<file path="src/rtl/l2_tlb_pkg.sv">
// l2_tlb_pkg: shared FSM state type and geometry helpers for the L2 TLB search controller
package l2_tlb_pkg;
  typedef enum logic [1:0] {IDLE, SEARCH, RESP} search_state_t;
  function automatic int port_addr_width(input int set_width, input int offset_width);
    return set_width + offset_width + 1;
  endfunction
  function automatic int ignore_lsb(input int page_size);
    return $clog2(page_size);
  endfunction
endpackage

</file>
<file path="src/rtl/l2_tlb_search_ctrl.sv">
// l2_tlb_search_ctrl: walks a TLB set two entries per cycle, returns the first hit or a miss.
// Defining L2_SEARCH_PERF_CNT_EN adds saturating hit/miss/stall counters.
module l2_tlb_search_ctrl
  import l2_tlb_pkg::*;
#(
  parameter int ADDR_WIDTH   = 32,
  parameter int PAGE_SIZE    = 4096,
  parameter int SET_WIDTH    = 5,
  parameter int OFFSET_WIDTH = 4,
  localparam int PA = port_addr_width(SET_WIDTH, OFFSET_WIDTH)
) (
  input  logic                    clk_i,
  input  logic                    rst_ni,
  input  logic                    req_valid_i,
  output logic                    req_ready_o,
  input  logic [ADDR_WIDTH-1:0]   req_addr_i,
  input  logic                    req_rw_i,
  input  logic                    cfg_we_i,
  input  logic [PA-1:0]           cfg_waddr_i,
  output logic                    ram_we_o,
  output logic [PA-1:0]           port0_addr_o,
  output logic [PA-1:0]           port1_addr_o,
  output logic [OFFSET_WIDTH-1:0] offset_addr_d_o,
  output logic                    output_valid_o,
  output logic                    output_sent_o,
  output logic [ADDR_WIDTH-1:0]   in_addr_o,
  output logic                    rw_type_o,
  input  logic                    hit_i,
  input  logic                    master_i,
  input  logic                    multi_hit_i,
  input  logic                    prot_i,
  input  logic [PA-1:0]           hit_addr_i,
  output logic                    resp_valid_o,
  input  logic                    resp_ready_i,
  output logic                    resp_hit_o,
  output logic                    resp_master_o,
  output logic                    resp_multi_o,
  output logic                    resp_prot_o,
  output logic [PA-1:0]           resp_addr_o
`ifdef L2_SEARCH_PERF_CNT_EN
  ,
  output logic [31:0]             hit_cnt_o,
  output logic [31:0]             miss_cnt_o,
  output logic [31:0]             stall_cnt_o
`endif
);
  localparam int IGNORE_LSB = ignore_lsb(PAGE_SIZE);
  search_state_t state;
  logic [OFFSET_WIDTH:0] cnt;
  logic issued_q;
  logic cfg_we;
  logic issue;
  logic done;
  logic [SET_WIDTH-1:0] set_idx;
  // Reset also masks the combinational outputs so everything reads 0 while held.
  assign cfg_we = cfg_we_i && rst_ni;
  assign set_idx = in_addr_o[IGNORE_LSB +: SET_WIDTH];
  assign output_valid_o = issued_q;
  always_comb begin
    issue = state == SEARCH && !cfg_we && !cnt[OFFSET_WIDTH];
    done = state == SEARCH && output_valid_o && (hit_i || offset_addr_d_o == '1);
    req_ready_o = rst_ni && state == IDLE;
    ram_we_o = cfg_we;
    port0_addr_o = cfg_we ? cfg_waddr_i : issue ? {1'b0, set_idx, cnt[OFFSET_WIDTH-1:0]} : '0;
    port1_addr_o = issue ? {1'b1, set_idx, cnt[OFFSET_WIDTH-1:0]} : '0;
    resp_valid_o = state == RESP;
    output_sent_o = state == RESP && resp_ready_i;
  end
  always_ff @(posedge clk_i or negedge rst_ni) begin
    if (!rst_ni) begin
      state <= IDLE;
      cnt <= '0;
      issued_q <= 1'b0;
      offset_addr_d_o <= '0;
      in_addr_o <= '0;
      rw_type_o <= 1'b0;
      resp_hit_o <= 1'b0;
      resp_master_o <= 1'b0;
      resp_multi_o <= 1'b0;
      resp_prot_o <= 1'b0;
      resp_addr_o <= '0;
    end else begin
      // A read issued in the hit cycle is dropped; its data would never be compared.
      issued_q <= issue && !(output_valid_o && hit_i);
      if (issue) begin
        offset_addr_d_o <= cnt[OFFSET_WIDTH-1:0];
        cnt <= cnt + 1'b1;
      end
      case (state)
        IDLE: if (req_valid_i) begin
          state <= SEARCH;
          in_addr_o <= req_addr_i;
          rw_type_o <= req_rw_i;
          cnt <= '0;
        end
        SEARCH: if (done) begin
          state <= RESP;
          resp_hit_o <= hit_i;
          resp_master_o <= hit_i && master_i;
          resp_multi_o <= hit_i && multi_hit_i;
          resp_prot_o <= hit_i && prot_i;
          resp_addr_o <= hit_i ? hit_addr_i : '0;
        end
        RESP: if (resp_ready_i) state <= IDLE;
        default: state <= IDLE;
      endcase
    end
  end
`ifdef L2_SEARCH_PERF_CNT_EN
  always_ff @(posedge clk_i or negedge rst_ni) begin
    if (!rst_ni) begin
      hit_cnt_o <= '0;
      miss_cnt_o <= '0;
      stall_cnt_o <= '0;
    end else begin
      if (done && hit_i && hit_cnt_o != '1) hit_cnt_o <= hit_cnt_o + 1'b1;
      if (done && !hit_i && miss_cnt_o != '1) miss_cnt_o <= miss_cnt_o + 1'b1;
      if (state == SEARCH && cfg_we && !cnt[OFFSET_WIDTH] && stall_cnt_o != '1) stall_cnt_o <= stall_cnt_o + 1'b1;
    end
  end
`endif
endmodule

</file>
<file path="config.mk">
export PLATFORM = sky130hd
export DESIGN_NAME = l2_tlb_search_ctrl
export DESIGN_NICKNAME = d
export VERILOG_FILES = /design/src/rtl/l2_tlb_pkg.sv /design/src/rtl/l2_tlb_search_ctrl.sv
export SDC_FILE = /design/constraint.sdc
export NUM_CORES = 1
export LEC_CHECK = 0
export ABC_CLOCK_PERIOD_IN_PS = 3300
export BUFFER_PORTS_ARGS = -buffer_cell sky130_fd_sc_hd__buf_2
export CAP_MARGIN = 20
export CORE_MARGIN = 2
export CORE_UTILIZATION = 45
export DETAILED_ROUTE_END_ITERATION = 8
export PLACE_DENSITY_LB_ADDON = 0.15
export SLEW_MARGIN = 20
export SYNTH_ARGS = -nofsm -noshare
export SYNTH_HDL_FRONTEND = slang
export SYNTH_SLANG_ARGS = --single-unit
</file>
<file path="constraint.sdc">
create_clock -name clk_i -period 3.3 [get_ports clk_i]
set_input_delay 0.33 -clock clk_i [delete_from_list [all_inputs] [get_ports clk_i]]
set_output_delay 0.33 -clock clk_i [all_outputs]
set_load 0.005 [all_outputs]
</file>
# [Word-level counts from Yosys, hierarchy flattened]
# Cells that the tools add are included.
[totals] word_cells=49 register_bits=59 output_inout_bits=76
[classes] muxes=11 addsub=1 n_reduce_logical=20 n_eq_ne=6
[ops] cell="two-way mux 10 bit" count=3
[ops] cell="two-way mux 5 bit" count=3
[ops] cell="logical AND 1 bit" count=12
[ops] cell="two-way mux 9 bit" count=1
[ops] cell="two-way mux 2 bit" count=3
[ops] cell="case mux 2 bit (3 select lines)" count=1
[ops] cell="adder 5 x 1 -> 5 bit (second input constant)" count=1
[ops] cell="== test 4 bit (second input constant)" count=1
[ops] cell="!= test 2 bit (second input constant)" count=2
[ops] cell="AND reduction 2 bit" count=2
[ops] cell="logical NOT 1 bit" count=3
[ops] cell="AND reduction 3 bit" count=1
[ops] cell="== test 2 x 1 -> 1 bit (second input constant)" count=1
[ops] cell="== test 2 bit (second input constant)" count=1
[ops] cell="logical NOT 2 bit" count=1
[ops] cell="!= test 2 x 1 -> 1 bit (second input constant)" count=1
[ops] cell="logical OR 1 bit" count=1

# [Longest topological paths before layout]
[depth] depth_word=7 ltp_mapped=6 ltp_nobuf=4

# [Least setup slack after synthesis]
# No wires, ideal clock.
[synth_timing] kind="reg-to-output" from="register state[0]" to="output port port0_addr_o[0]" stages_incl_launch_ff=6 required_ns=2.970 n_path_buf=2 slack_ns=1.839 arrival_time_ns=1.131 cell_sequence="dfrtp_1 buf_2 nor3b_1 buf_2 and3_1 a21o_1"
[synth_between] elab_chain_len=5
[synth_rtl] item="start: declaration" line_no="l2_tlb_search_ctrl.sv:48" rtl="search_state_t state;"
[synth_rtl] item="start signal: assignment" line_no="l2_tlb_search_ctrl.sv:71" rtl="state <= IDLE;"
[synth_rtl] item="start signal: assignment" line_no="l2_tlb_search_ctrl.sv:91" rtl="state <= SEARCH;"
[synth_rtl] item="start signal: assignment" line_no="l2_tlb_search_ctrl.sv:97" rtl="state <= RESP;"
[synth_rtl] item="== test 2 x 1 -> 1 bit" line_no="l2_tlb_search_ctrl.sv:60" rtl="issue = state == SEARCH && !cfg_we && !cnt[OFFSET_WIDTH];"
[synth_rtl] item="logical AND 1 bit (2 in a row)" line_no="l2_tlb_search_ctrl.sv:60"
[synth_rtl] item="two-way mux 9 bit" line_no="l2_tlb_search_ctrl.sv:64" rtl="port0_addr_o = cfg_we ? cfg_waddr_i : issue ? {1'b0, set_idx, cnt[OFFSET_WIDTH-1:0]} : '0;"
[synth_rtl] item="two-way mux 10 bit" line_no="l2_tlb_search_ctrl.sv:64"
[synth_rtl] item="end: declaration" line_no="l2_tlb_search_ctrl.sv:21" rtl="output logic [PA-1:0] port0_addr_o,"
# Every way passes these cells.

# [Final worst setup path]
[layout_timing] from="register state[0]" to="output port port0_addr_o[2]"
# Same word-level chain as after synthesis.

==> metrics.txt <==
outcome=finished clean; global-route usage over all layers=a little over 20%; Residual DRC=0; clk buf depth=2; Seq/Total Area, Yosys=between 50 and 60%; Final Hold Vio Count=0; worst min path class=in2reg; vias in the first global route=2085; skew final=0.00689 ns; Switching Power=~0.0011 W; min-delay src=req_addr_i[29]; DR vias/cell=4.78; startpoint types=flop; TritonCTS Buffers=9; largest net degree at the start of global routing=62; Synth Flop Type=dfrtp_1; Syn Nets=slightly above 300; top post-synthesis cells by area=dfrtp_1, nand2_1, a22o_1, a21o_1, and3_1; Mapped Cells=about 250; I/O pins=about 140; Synth async-reset ratio=100%; final wirelength=between 5000 and 6000 um; Setup crit end kind=output pin; Core ar.=between 0.005 and 0.006 mm2; minimum clock period=approximately 2.0 ns; top-count cell post-synth=nand2_1; RSZ-0062 raised after global routing=no; Peak VDD IR=434 uV; nets@finish=between 400 and 500; fin crit share=61.4%; Switching Share=a little over a third; # Max-Cap Violations=0; #FFs+latches synth=59; P per Cell Area=between 800 and 900 mW/mm2; Final Wtd Congestion=~0.75; Synth cell types=31; CTS tree=done; DP Wirelength=4190 um; EDFF count, synth=0; die footprint=0.00614 mm2; Required @ worst endpoint=roughly 3 ns; first-pass GRT wire length=about 10000 um; worst-margin pin slew=between 0.7 and 0.8 ns; worst skew pair latency=approximately 0.33 ns; Detailed Routing Iterations Pass 1=4; synth warn=0; post-route ant nets=0; Pleak=slightly above 2 nW; Die Span X=slightly below 80 um; Critical Path Source=state[0]$_DFFE_PN0P_; Final Max Slew Viols=0; worst r2r src=state[0]$_DFFE_PN0P_; Hold Buf Count CTS=0; Pint=between 0.0015 and 0.002 W; Initial Utilization=between 40% and 50%; sequential power share=a little over two fifths; GR Overflow Total=0; Vias=2198; drt initial violations=94; Avg WL per Cell=about 13 um; setup_tns=0 ns; Avg Inst Size Synth=slightly above 10 um2; cell taking the most area after synthesis=dfrtp_1; max frequency=a little under 500 MHz; Post-CTS Setup Bufs=0; Die Y=between 70 and 80 um; fillers=roughly 500; crit path DAT=between 1.5 and 2 ns; Logic pwr share=between 30% and 40%; layout cell share with drive strength beyond 1=between 40% and 50%; antenna diode count=0; initial antenna violation count=0; clk slew on worst S/H paths=0.07 ns; Hold Slack=between 0.15 and 0.2 ns; mapped cell area=0.00249 mm2; floorplan row count=27; Max H-tree Level=3; clk root buf=clkbuf_8; clock network fraction of total power=approximately a fifth; Port Buf Inserts=around 140; Post-synth top cells=nand2_1, dfrtp_1, a22o_1; Synth top area share=between 50% and 60%; post-CTS resize count=0; Sink Count=59; CP Class=reg2out; Finish-stage setup viols=0; Area Growth Syn to Fin=36.6%; max_slew headroom=50.4%; Crit Path Max Fanout=11
cells by family after synthesis:
| group | Yosys count | share of synthesized area, % |
|---|---|---|
| AO/OA/AOI/OAI | 29 | 9.45 |
| adder cells (fa/ha/maj) | 1 | 0.502 |
| flip-flops | 59 | 59.3 |
| multiplexers | 7 | 3.01 |
| buffers and inverters | 17 | 4.12 |
| AND/OR/NAND/NOR | 133 | 23.6 |
layout by cell type (no fill, tap or decap), types with 3 or more instances in the layout:
cell type	count
nand3_1	3
mux2i_1	3
nand2_1	106
buf_2	137
dfrtp_1	59
and3_1	10
mux2_2	4
a21o_1	10
buf_4	4
clkbuf_8	10
a22o_1	13
clkinv_2	3
through the flow:
stage | cell area (um2) | util (%) | setup slack [ns] | instances | power, W
global placement | 3210 | 59.0 | 1.42 | 444 | 0.00240
CTS | 3400 | 62.5 | 1.25 | 460 | 0.00309
global route | 3400 | 62.5 | 1.16 | 460 | 0.00330
floorplan | 2490 | - | 1.84 | 246 | 0.00190
finish | 3400 | 62.5 | 1.27 | 460 | 0.00305
detailed placement | 3210 | 59.0 | 1.37 | 444 | 0.00243
power groups by stage:
stage	clock, W	combinational, W	sequential (W)
after global placement	0	0.00112	0.00128
after detailed placement	0	0.00116	0.00128
after floorplan	0	0.000624	0.00127
after global routing	0.000696	0.00128	0.00132
after CTS	0.000661	0.00116	0.00127
final	0.000647	0.00113	0.00127
sequential cells by signal, summed over array words and instances, names as in the netlist:
register,flops
cnt,5
in_addr_o,32
offset_addr_d_o,4
output_valid_o,1
resp_addr_o,10
resp_hit_o,1
resp_master_o,1
resp_multi_o,1
resp_prot_o,1
rw_type_o,1
state,2
metal layers:
layer | routed length [um] | global-route usage, %
met4 | 84 | 8.42
met1 | 2670 | 26.4
met2 | 2840 | 33.3
met5 | 0 | 0
met3 | 392 | 4.83
area by class of cell:
class | instances | area [um2] | area share (%)
clock buffer | 11 | 141 | 4.16
clock inverter | 5 | 52.6 | 1.55
inverter | 2 | 7.51 | 0.221
multi-input combinational | 170 | 917 | 27.0
sequential | 59 | 1480 | 43.4
tap | 72 | 90.1 | 2.65
timing repair buffer | 141 | 716 | 21.0
critical path, stage by stage (launching register included):
cell     delay, ns
dfrtp_1       0.51
nor3b_1       0.25
buf_4         0.20
and3_1        0.22
a21o_1        0.09
buf_2         0.10
path summary, 6_finish.rpt:
path	endpoint	slack [ns]	depth (start not counted)
max in group asynchronous	offset_addr_d_o[1]$_DFFE_PN0P_	2.60	2
max reg2reg	cnt[4]$_DFF_PN0_	1.51	3
min reg2reg	in_addr_o[11]$_DFFE_PN0P_	0.47	2
min	in_addr_o[29]$_DFFE_PN0P_	0.19	3
min in group asynchronous	in_addr_o[28]$_DFFE_PN0P_	0.20	2
max	port0_addr_o[2]	1.27	5
No activity file was read; power rests on OpenSTA's default activity.
